File: src/rtl/fp16_pkg.sv
// Shared fp16 types and constants for the argmax datapath.
package fp16_pkg;

  typedef struct packed {
    logic       sign;
    logic [4:0] exp;
    logic [9:0] man;
  } fp16_t;

  localparam logic [4:0]  FP16_EXP_MAX = 5'h1F;
  localparam logic [15:0] FP16_QNAN    = 16'h7E00;

  typedef enum logic [1:0] {
    IDLE,
    ACC,
    DONE
  } argmax_state_e;

  function automatic logic fp16_is_nan(input fp16_t v);
    return (v.exp == FP16_EXP_MAX) && (v.man != '0);
  endfunction

endpackage

File: src/rtl/new_fp16_cmp.sv
// fp16 magnitude comparator: result_o = operands_i[1] >= operands_i[0].
// Sign decides first (+0 beats -0); equal signs compare {exp,man}, reversed when negative.
module new_fp16_cmp
  import fp16_pkg::*;
(
  input  fp16_t [1:0] operands_i,
  output logic        result_o
);

  fp16_t a;
  fp16_t b;

  // Ordered comparison of a against b
  always_comb begin
    a = operands_i[1];
    b = operands_i[0];
    if (a.sign != b.sign) begin
      result_o = ~a.sign;
    end else if (a.sign) begin
      result_o = ({a.exp, a.man} <= {b.exp, b.man});
    end else begin
      result_o = ({a.exp, a.man} >= {b.exp, b.man});
    end
  end

endmodule

File: src/rtl/fp16_argmax_seq.sv
// Streaming max/argmax over fp16 vectors with a held result port.
// Optional NaN filtering and out_nan_o port: define FP16_ARGMAX_NAN_EN.
module fp16_argmax_seq
  import fp16_pkg::*;
#(
  parameter  int unsigned MAX_LEN = 64,
  localparam int unsigned IDX_W   = $clog2(MAX_LEN)
) (
  input  logic             clk_i,
  input  logic             rst_ni,
  input  logic             in_valid_i,
  output logic             in_ready_o,
  input  logic [15:0]      in_data_i,
  input  logic             in_last_i,
  output logic             out_valid_o,
  input  logic             out_ready_i,
  output logic [15:0]      out_max_o,
  output logic [IDX_W-1:0] out_idx_o,
  output logic [IDX_W:0]   out_cnt_o,
  output logic             out_ovf_o,
`ifdef FP16_ARGMAX_NAN_EN
  output logic             out_nan_o,
`endif
  output logic             busy_o
);

  localparam logic [IDX_W:0] CNT_MAX = (IDX_W + 1)'(MAX_LEN);
  localparam logic [IDX_W:0] CNT_ONE = (IDX_W + 1)'(1);

  argmax_state_e    state_q, state_d;
  fp16_t            max_q, max_d;
  logic [IDX_W-1:0] idx_q, idx_d;
  logic [IDX_W:0]   cnt_q, cnt_d;
  logic [15:0]      out_max_q, out_max_d;
  logic [IDX_W-1:0] out_idx_q, out_idx_d;
  logic [IDX_W:0]   out_cnt_q, out_cnt_d;
  logic             out_ovf_q, out_ovf_d;
`ifdef FP16_ARGMAX_NAN_EN
  logic             have_q, have_d;
  logic             nan_q, nan_d;
  logic             out_nan_q, out_nan_d;
  logic             data_nan;
`endif

  fp16_t          data;
  logic           cmp_ge;
  logic           replace;
  logic           accept;
  logic           go_done;
  logic           ovf;
  logic [IDX_W:0] cnt_inc;

  assign data = fp16_t'(in_data_i);

  new_fp16_cmp u_cmp (
    .operands_i ({data, max_q}),
    .result_o   (cmp_ge)
  );

  // Next-state, running max/index/count and result capture
  always_comb begin
    state_d   = state_q;
    max_d     = max_q;
    idx_d     = idx_q;
    cnt_d     = cnt_q;
    out_max_d = out_max_q;
    out_idx_d = out_idx_q;
    out_cnt_d = out_cnt_q;
    out_ovf_d = out_ovf_q;
    go_done   = 1'b0;
    ovf       = 1'b0;
    accept    = in_valid_i && (state_q != DONE);
    cnt_inc   = cnt_q + CNT_ONE;
    // Strict greater: ties keep the earlier index
    replace   = cmp_ge && (data != max_q);
`ifdef FP16_ARGMAX_NAN_EN
    have_d    = have_q;
    nan_d     = nan_q;
    out_nan_d = out_nan_q;
    data_nan  = fp16_is_nan(data);
    // NaN never wins; the first non-NaN wins over an all-NaN prefix
    replace   = !data_nan && (!have_q || replace);
`endif

    unique case (state_q)
      IDLE: begin
        if (accept) begin
          max_d = data;
          idx_d = '0;
          cnt_d = CNT_ONE;
`ifdef FP16_ARGMAX_NAN_EN
          have_d = !data_nan;
          nan_d  = data_nan;
          if (data_nan) max_d = fp16_t'(FP16_QNAN);
`endif
          if (in_last_i) go_done = 1'b1;
          else           state_d = ACC;
        end
      end
      ACC: begin
        if (accept) begin
          if (replace) begin
            max_d = data;
            idx_d = cnt_q[IDX_W-1:0];
          end
          cnt_d = cnt_inc;
`ifdef FP16_ARGMAX_NAN_EN
          have_d = have_q || !data_nan;
          nan_d  = nan_q || data_nan;
`endif
          if (in_last_i || (cnt_inc == CNT_MAX)) begin
            go_done = 1'b1;
            ovf     = !in_last_i;
          end
        end
      end
      DONE: begin
        if (out_ready_i) begin
          state_d   = IDLE;
          out_max_d = '0;
          out_idx_d = '0;
          out_cnt_d = '0;
          out_ovf_d = 1'b0;
`ifdef FP16_ARGMAX_NAN_EN
          out_nan_d = 1'b0;
`endif
        end
      end
      default: state_d = IDLE;
    endcase

    if (go_done) begin
      state_d   = DONE;
      out_max_d = max_d;
      out_idx_d = idx_d;
      out_cnt_d = cnt_d;
      out_ovf_d = ovf;
`ifdef FP16_ARGMAX_NAN_EN
      out_nan_d = nan_d;
`endif
    end
  end

  // State and datapath registers with synchronous active-low reset
  always_ff @(posedge clk_i) begin
    if (!rst_ni) begin
      state_q   <= IDLE;
      max_q     <= '0;
      idx_q     <= '0;
      cnt_q     <= '0;
      out_max_q <= '0;
      out_idx_q <= '0;
      out_cnt_q <= '0;
      out_ovf_q <= 1'b0;
`ifdef FP16_ARGMAX_NAN_EN
      have_q    <= 1'b0;
      nan_q     <= 1'b0;
      out_nan_q <= 1'b0;
`endif
    end else begin
      state_q   <= state_d;
      max_q     <= max_d;
      idx_q     <= idx_d;
      cnt_q     <= cnt_d;
      out_max_q <= out_max_d;
      out_idx_q <= out_idx_d;
      out_cnt_q <= out_cnt_d;
      out_ovf_q <= out_ovf_d;
`ifdef FP16_ARGMAX_NAN_EN
      have_q    <= have_d;
      nan_q     <= nan_d;
      out_nan_q <= out_nan_d;
`endif
    end
  end

  assign in_ready_o  = (state_q != DONE);
  assign out_valid_o = (state_q == DONE);
  assign busy_o      = (state_q != IDLE);
  assign out_max_o   = out_max_q;
  assign out_idx_o   = out_idx_q;
  assign out_cnt_o   = out_cnt_q;
  assign out_ovf_o   = out_ovf_q;
`ifdef FP16_ARGMAX_NAN_EN
  assign out_nan_o   = out_nan_q;
`endif

endmodule

File: config.mk
export PLATFORM = sky130hd
export DESIGN_NAME = fp16_argmax_seq
export DESIGN_NICKNAME = d
export VERILOG_FILES = /design/src/rtl/fp16_pkg.sv /design/src/rtl/new_fp16_cmp.sv /design/src/rtl/fp16_argmax_seq.sv
export SDC_FILE = /design/constraint.sdc
export NUM_CORES = 1
export LEC_CHECK = 0
export BUFFER_PORTS_ARGS = -buffer_cell sky130_fd_sc_hd__buf_2
export CAP_MARGIN = 15
export CORE_MARGIN = 1.5
export CORE_UTILIZATION = 45
export DETAILED_ROUTE_END_ITERATION = 6
export GPL_ROUTABILITY_DRIVEN = 0
export PLACE_DENSITY = 0.7
export SYNTH_ARGS = -nofsm -noshare
export SYNTH_HDL_FRONTEND = slang
export SYNTH_SLANG_ARGS = --single-unit
File: constraint.sdc
create_clock -name clk_i -period 3.51 [get_ports clk_i]
set_clock_uncertainty 0.05 [all_clocks]
set_input_delay 0.1755 -clock clk_i [delete_from_list [all_inputs] [get_ports clk_i]]
set_output_delay 0.1755 -clock clk_i [all_outputs]
set_load 0.01 [all_outputs]
==> results of run 1 <==
-- cell type report --
cell class,instances,area (um^2)
Fill cell,724,3600
Sequential cell,61,1220
Multi-Input combinational cell,265,1970
Inverter,39,146
Clock buffer,10,138
Clock inverter,6,134
Timing Repair Buffer,65,355
Tap cell,102,128
-- power by group through the flow --
stage / clock network (mW) / registers, mW / logic (mW)
2_1_floorplan: 0 / 0.757 / 0.191
6_report: 0.846 / 0.739 / 0.267
5_1_grt: 0.878 / 0.743 / 0.299
3_3_place_gp: 0 / 0.754 / 0.260
3_5_place_dp: 0 / 0.755 / 0.265
4_1_cts: 0.850 / 0.739 / 0.267
-- per-layer routing --
layer	GRT usage, %	wire length, um	vias to the layer above	share of wire, %
met4	5.51	72	0	0.88
met5	0	0	-	0
met2	32.2	3750	88	46
li1	-	-	1560	-
met3	4.31	487	7	5.9
met1	28.8	3880	1432	47
-- worst max-delay path: stages, from the launching register on --
cell,delay (ns)
dfxtp_1,0.38
ha_1,0.31
or4b_1,0.54
o31ai_1,0.09
a41o_2,0.18
a21oi_2,0.09
o21ai_2,0.55
buf_4,0.33
o221ai_2,0.11
-- layout by cell type (no fill, tap or decap), drive strengths merged, types with 2 or more instances in the layout --
cell type,count
o211ai,6
o2111ai,27
and2,11
buf,65
nand3,32
o21ai,12
nor2,10
inv,39
nand2,44
nor3b,3
o221ai,21
nand4,9
clkbuf,10
mux2i,16
ha,18
a211oi,2
a32o,8
dfxtp,61
a311oi,2
a21boi,3
bufinv,4
clkinv,2
or2,4
nor3,2
nor2b,4
a21oi,14
-- through the flow --
step	cells	power, mW	instance area [um^2]	utilization [%]
6_report	548	1.85	4090	53.2
5_1_grt	548	1.92	4090	53.2
4_1_cts	548	1.86	4090	53.2
3_5_place_dp	532	1.02	3820	49.7
3_3_place_gp	532	1.01	3820	49.7
2_1_floorplan	402	0.948	3550	-
-- flip-flops by register name, summed over array words and instances (netlist names) --
register	cells
out_cnt_o	7
cnt_q	7
idx_q	6
max_q	16
out_ovf_o	1
out_idx_o	6
state_q	2
out_max_o	16
-- worst paths after layout --
check | depth (start not counted) | slack (ns) | endpoint
worst max register to register | 8 | 0.74 | out_max_o[10]$_SDFFE_PN0P_
worst max-delay path | 8 | 0.74 | out_max_o[10]$_SDFFE_PN0P_
worst min register to register | 1 | 0.42 | out_cnt_o[3]$_SDFFE_PN0P_
worst min-delay path | 3 | 0.06 | max_q[0]$_SDFF_PN0_
-- cell families (layout without fill, tap and decap cells) --
group | Yosys count | in the layout | synth area share, %
AND/OR/NAND/NOR | 128 | 128 | 18.7
AO/OA/AOI/OAI | 102 | 102 | 25.0
flip-flops | 61 | 61 | 34.4
XOR/XNOR | 1 | 1 | 0.247
adder cells (fa/ha/maj) | 18 | 18 | 6.35
multiplexers | 16 | 16 | 4.51
buffers and inverters | 76 | 120 | 10.7
==> results_dict.tcl, run 1 <==
set metrics [dict create \
    p_leak_nw 1.58 \
    synth_area_um2 3550 \
    arrival_ns 2.93 \
    peakVddDrop_v 0.000172 \
    ys_ff_latch 61 \
    worst_slew_pin_slew_ns 0.693 \
    die_area_um2 8420 \
    core_um2 7690 \
    die_w_um 91.8 \
    tns_ns 0 \
    grt_start_max_net_pins 52 \
    ctsRootBufferMaster "clkbuf_8" \
    cts_made_buffers 9 \
    syn_to_final_growth_pct 15.3 \
    layout-drive-gt1-share_pct 23.5 \
    htreeDepth 3 \
    path_class "reg2reg" \
    final.setup.worst_slack_ns 0.737 \
    maxCapViolCount 0 \
    p_int_mw 1.38 \
    period_share_pct 79.0 \
    first_pass_iters 5 \
    clkPwrFrac_pct 45.7 \
    start_util_pct 46.1 \
    postCtsSetupBuffers 0 \
    grt_pass1_vias 2985 \
    synth_edf_count 0 \
    ctsResizeCount 0 \
    synth_ff_type "dfxtp_1" \
    power_density_nw_per_um2 453 \
    synth_top_area_share_pct 34.4 \
    ys_types 52 \
    cp-end-kind "flop" \
    rows 32 \
    synth_fp_nets 441 \
    pre_cts_ws_ns 0.795 \
    slew_headroom_pct 53.8 \
    die_h_um 91.8 \
    yosysSeqAreaShare_pct 34.4 \
    cts_num_sinks 61 \
    avgSynthCellArea_um2 8.82 \
    io_buffer_count 53 \
    boundaryPins 54 \
    holdWs_ns 0.0584 \
    routed_wirelength_um 8190 \
    grt-ovfl-total 0 \
    wire_per_inst_um 14.9 \
    diodes 0 \
    crit_path_start "cnt_q[0]$_SDFF_PN0_" \
    ctsHoldBuffers 0 \
    switchingPower_uw 473 \
    vias_per_cell 5.63 \
    nets 480 \
    yosysWarnings 0 \
    clkLatencyLatePin_ns 0.34 \
    via_count 3087 \
    status "complete, no violations" \
    synth-async-reset-ratio_pct 0 \
    crit_fanout 13 \
    synthCells 402 \
    finalSetupViolCount 0 \
    cts_tree "done" \
    drc 0 \
    ys_top_cells_by_area "dfxtp_1, o2111ai_1, ha_1" \
    max_freq_ghz 0.361 \
    switching_share_pct 25.6 \
    p_comb_share_pct 14.4 \
    rsz0062_at_grt "no" \
    clk_pin_slew_worst_paths_ns 0.08 \
    grt_usage_pct 20.6 \
    period_needed_ns 2.77 \
    grt_pass1_wl_um 14100 \
    min_from "in_data_i[0]" \
    hold_viol_final 0 \
    crit_path_start_kind "flop" \
    hp-class "in2reg" \
    seqPwrFrac_pct 39.9 \
    yosys-top-cells-count "dfxtp_1, nand2_1, inv_1" \
    first_iter_violations 159 \
    dpl.hpwl_um 5720 \
    required_ns 3.67 \
    antenna_found_initial 0 \
    final_max_slew_viol_count 0 \
    cts_max_path_buffers 2 \
    ant_nets 0 \
    synth.largest_area_cell "dfxtp_1" \
    rr_startpoint "cnt_q[0]$_SDFF_PN0_" \
    yosysMostFrequentCell "dfxtp_1" \
]
No activity file was read; power rests on OpenSTA's default activity.
==> inputs of run 2 (changes only) <==
- clock period: 3.51 -> 2.9 ns (I/O delays scaled with it)
==> results_dict.tcl, run 2 (synthesized netlist as in run 1, its figures left out) <==
set metrics [dict create \
    status "complete, no violations" \
    postCtsSetupBuffers 0 \
    power_density_nw_per_um2 473 \
    grt_pass1_vias 2834 \
    die_w_um 91.8 \
    wire_per_inst_um 15.1 \
    rows 32 \
    via_count 3123 \
    clkLatencyLatePin_ns 0.34 \
    crit_path_start_kind "flop" \
    r2r-end "out_max_o[4]$_SDFFE_PN0P_" \
    first_iter_violations 199 \
    min_path_cells 3 \
    io_buffer_count 53 \
    fillers 741 \
    rsz0062_at_grt "no" \
    grt_usage_pct 20.5 \
    cts_tree "done" \
    die_area_um2 8420 \
    final_max_slew_viol_count 0 \
    cts_max_path_buffers 2 \
    cts_made_buffers 9 \
    antenna_found_initial 0 \
    finalSetupViolCount 0 \
    die_h_um 91.8 \
    slew_headroom_pct 54.8 \
    cp-end-kind "flop" \
    hp-class "in2reg" \
    dpl.hpwl_um 5940 \
    crit_fanout 17 \
    core_um2 7690 \
    final_cell_mix "dfxtp_1, buf_2, nand2_1" \
    maxCapViolCount 0 \
    period_needed_ns 2.59 \
    ctsRootBufferMaster "clkbuf_8" \
    finalPower_mw 1.92 \
    final_common_cell "dfxtp_1" \
    syn_to_final_growth_pct 14.3 \
    clk_pin_slew_worst_paths_ns 0.07 \
    holdPathEnd "max_q[4]$_SDFF_PN0_" \
    max_freq_ghz 0.386 \
    min_from "in_data_i[4]" \
    nets 483 \
    arrival_ns 2.76 \
    start_util_pct 46.1 \
    grt-ovfl-total 0 \
    routed_wirelength_um 8340 \
    rr_startpoint "max_q[14]$_SDFF_PN0_" \
    period_share_pct 89.3 \
    grt_start_max_net_pins 61 \
    hold_viol_final 0 \
    p_leak_nw 1.56 \
    vias_per_cell 5.67 \
    worst_slew_pin_slew_ns 0.678 \
    ant_nets 0 \
    layout-drive-gt1-share_pct 23.8 \
    first_pass_iters 4 \
    cts_num_sinks 61 \
    boundaryPins 54 \
    rrSetupSlack_ns 0.31 \
    r2r_cells 9 \
    ctsHoldBuffers 0 \
    ctsResizeCount 0 \
    path_class "reg2reg" \
    tns_ns 0 \
    peakVddDrop_v 0.000213 \
    required_ns 3.07 \
    grt_pass1_wl_um 13900 \
    htreeDepth 3 \
    diodes 0 \
    drc 0 \
    holdWs_ns 0.0255 \
]
==> run 2: worst max-delay path by stage <==
stage / endpoint / cells after the start / from / slack (ns)
global placement: out_idx_o[1]$_SDFFE_PN0P_ / 8 / max_q[6]$_SDFF_PN0_ / 0.39
floorplan: out_max_o[10]$_SDFFE_PN0P_ / 10 / max_q[6]$_SDFF_PN0_ / 0.73
global route: out_idx_o[2]$_SDFFE_PN0P_ / 8 / max_q[6]$_SDFF_PN0_ / 0.07
CTS: out_max_o[4]$_SDFFE_PN0P_ / 9 / max_q[14]$_SDFF_PN0_ / 0.31
finish: out_max_o[4]$_SDFFE_PN0P_ / 9 / max_q[14]$_SDFF_PN0_ / 0.31
detailed placement: out_idx_o[3]$_SDFFE_PN0P_ / 8 / max_q[6]$_SDFF_PN0_ / 0.34
==> run 2: metal layers <==
metal  vias up  track usage [%]  share of wire [%]
li1       1575                -                  -
met2        88             31.7                 45
met1      1448             28.4                 48
met4         0             8.08                1.5
met5         -                0                  0
met3        12             3.32                6.0
==> run 2: stage by stage <==
stage               cell area (um^2)  instances  setup slack (ns)  utilization (%)
floorplan                       3550        402             0.727                -
global placement                3880        535             0.389             50.4
detailed placement              3880        535             0.335             50.4
CTS                             4060        551             0.314             52.8
global route                    4060        551            0.0672             52.8
finish                          4060        551             0.311             52.8
==> run 2: report_power, final <==
group          leakage (nW)  internal, mW  switching, mW
sequential            0.497         0.871         0.0267
combinational         0.975         0.125          0.209
clock                0.0921         0.352          0.332
==> run 2: area by class of cell <==
cell class                 count  area [um^2]  area share (%)
clock buffer                  12          155            3.83
tap                          102          128            3.15
timing repair buffer          68          415            10.2
clock inverter                 4         22.5           0.555
inverter                      39          146            3.61
sequential                    61         1220            30.1
multi-input combinational    265         1970            48.5
==> run 2: worst max-delay path: stages, from the launching register on <==
cell      delay (ns)
dfxtp_1         0.37
inv_1           0.07
ha_1            0.30
nand4_2         0.15
nor2_1          0.07
a311oi_2        0.43
a31o_4          0.36
or2_1           0.29
buf_4           0.25
o221ai_2        0.12
==> inputs of run 3 (changes only) <==
==> constraint.sdc (replaced) <==
create_clock -name clk_i -period 2.9 [get_ports clk_i]
set_clock_uncertainty 0.05 [all_clocks]
set_input_delay 0.58 -clock clk_i [delete_from_list [all_inputs] [get_ports clk_i]]
set_output_delay 0.58 -clock clk_i [all_outputs]
set_load 0.01 [all_outputs]
==> results_dict.tcl, run 3 (synthesized netlist as in run 1, its figures left out) <==
set metrics [dict create \
    postCtsSetupBuffers 0 \
    grt_usage_pct 20.7 \
    vias_per_cell 5.78 \
    die_w_um 91.8 \
    die_area_um2 8420 \
    arrival_ns 2.80 \
    drc 0 \
    final.setup.worst_slack_ns 0.317 \
    fin_area_um2 4060 \
    cts_num_sinks 61 \
    hold_viol_final 0 \
    final_cell_mix "dfxtp_1, buf_2, nand2_1" \
    finalSetupViolCount 0 \
    cp-end-kind "flop" \
    final_max_slew_viol_count 0 \
    final_common_cell "dfxtp_1" \
    wire_per_inst_um 15.3 \
    cts_max_path_buffers 2 \
    layout-drive-gt1-share_pct 24.0 \
    io_buffer_count 53 \
    ant_nets 0 \
    pre_cts_ws_ns 0.152 \
    syn_to_final_growth_pct 14.4 \
    rrSetupSlack_ns 0.32 \
    tns_ns 0 \
    first_pass_iters 4 \
    diodes 0 \
    rows 32 \
    first_iter_violations 179 \
    finalPower_mw 1.90 \
    peakVddDrop_v 0.000297 \
    die_h_um 91.8 \
    period_share_pct 89.1 \
    dpl_cell_area_um2 3890 \
    start_util_pct 46.1 \
    power_density_nw_per_um2 469 \
    ctsResizeCount 0 \
    rsz0062_at_grt "no" \
    clkLatencyLatePin_ns 0.35 \
    antenna_found_initial 0 \
    grt_pass1_wl_um 14000 \
    worst_slew_pin_slew_ns 0.460 \
    hp-class "reg2reg" \
    period_needed_ns 2.58 \
    crit_path_start_kind "flop" \
    core_um2 7690 \
    dpl.hpwl_um 5890 \
    grt_pass1_vias 2901 \
    cts_tree "done" \
    grt_start_max_net_pins 43 \
    crit_fanout 20 \
    cts_made_buffers 9 \
    routed_wirelength_um 8440 \
    status "complete, no violations" \
    slew_headroom_pct 69.4 \
    via_count 3188 \
    p_leak_nw 1.56 \
    path_class "reg2reg" \
    required_ns 3.11 \
    nets 485 \
    boundaryPins 54 \
    ctsRootBufferMaster "clkbuf_8" \
    htreeDepth 3 \
    max_freq_ghz 0.387 \
    grt-ovfl-total 0 \
    ctsHoldBuffers 0 \
    clk_pin_slew_worst_paths_ns 0.07 \
    maxCapViolCount 0 \
]
## run 3: cell types whose count changed in the layout (fill, tap and decap cells not counted)
cell | previous run | this run
clkbuf_8 | 11 | 10
clkinv_2 | 3 | 2
clkinvlp_4 | 1 | 2
buf_4 | 12 | 14
## run 3: through the flow
stage	hold slack [ns]	instances	util, %
2_1_floorplan	0.398	402	-
3_3_place_gp	0.395	537	50.6
3_5_place_dp	0.401	537	50.6
4_1_cts	0.421	552	52.8
5_1_grt	0.428	552	52.8
6_report	0.418	552	52.8
## run 3: critical path, stage by stage, from the launching register on
cell and delay [ns]:
dfxtp_1 0.37, ha_1 0.29, or4b_1 0.53, o31ai_1 0.09, a41o_2 0.18, a21o_1 0.37, buf_4 0.32, nand4_1 0.13
o221ai_1 0.16
## run 3: final cells by class
class	instances	area (um^2)
fillers	751	3630
multi-input cells	265	1970
well taps	102	128
clock inverters	4	25.0
clock buffers	11	141
inverters	39	146
repair buffers	70	430
flip-flops and latches	61	1220
## run 3: final timing paths
kind,startpoint,end,cells after the start
setup / recovery,cnt_q[0]$_SDFF_PN0_,out_idx_o[1]$_SDFFE_PN0P_,8
hold / removal,out_cnt_o[4]$_SDFFE_PN0P_,out_cnt_o[4]$_SDFFE_PN0P_,1
setup reg to reg,cnt_q[0]$_SDFF_PN0_,out_idx_o[1]$_SDFFE_PN0P_,8
hold reg to reg,out_cnt_o[4]$_SDFFE_PN0P_,out_cnt_o[4]$_SDFFE_PN0P_,1
## run 3: routing by layer
layer,part of all wire (%),routed length [um],GRT usage (%),up-vias
met4,1.3,111,8.08,0
met3,6.1,512,5.14,13
met2,46,3850,31.4,88
met1,47,3970,28.1,1511
li1,-,-,-,1576
met5,0,0,0,-
## run 3: report_power, final
part | internal, mW | leakage (nW) | switching, mW
sequential | 0.871 | 0.497 | 0.0267
combinational | 0.129 | 0.987 | 0.211
clock | 0.325 | 0.0812 | 0.342
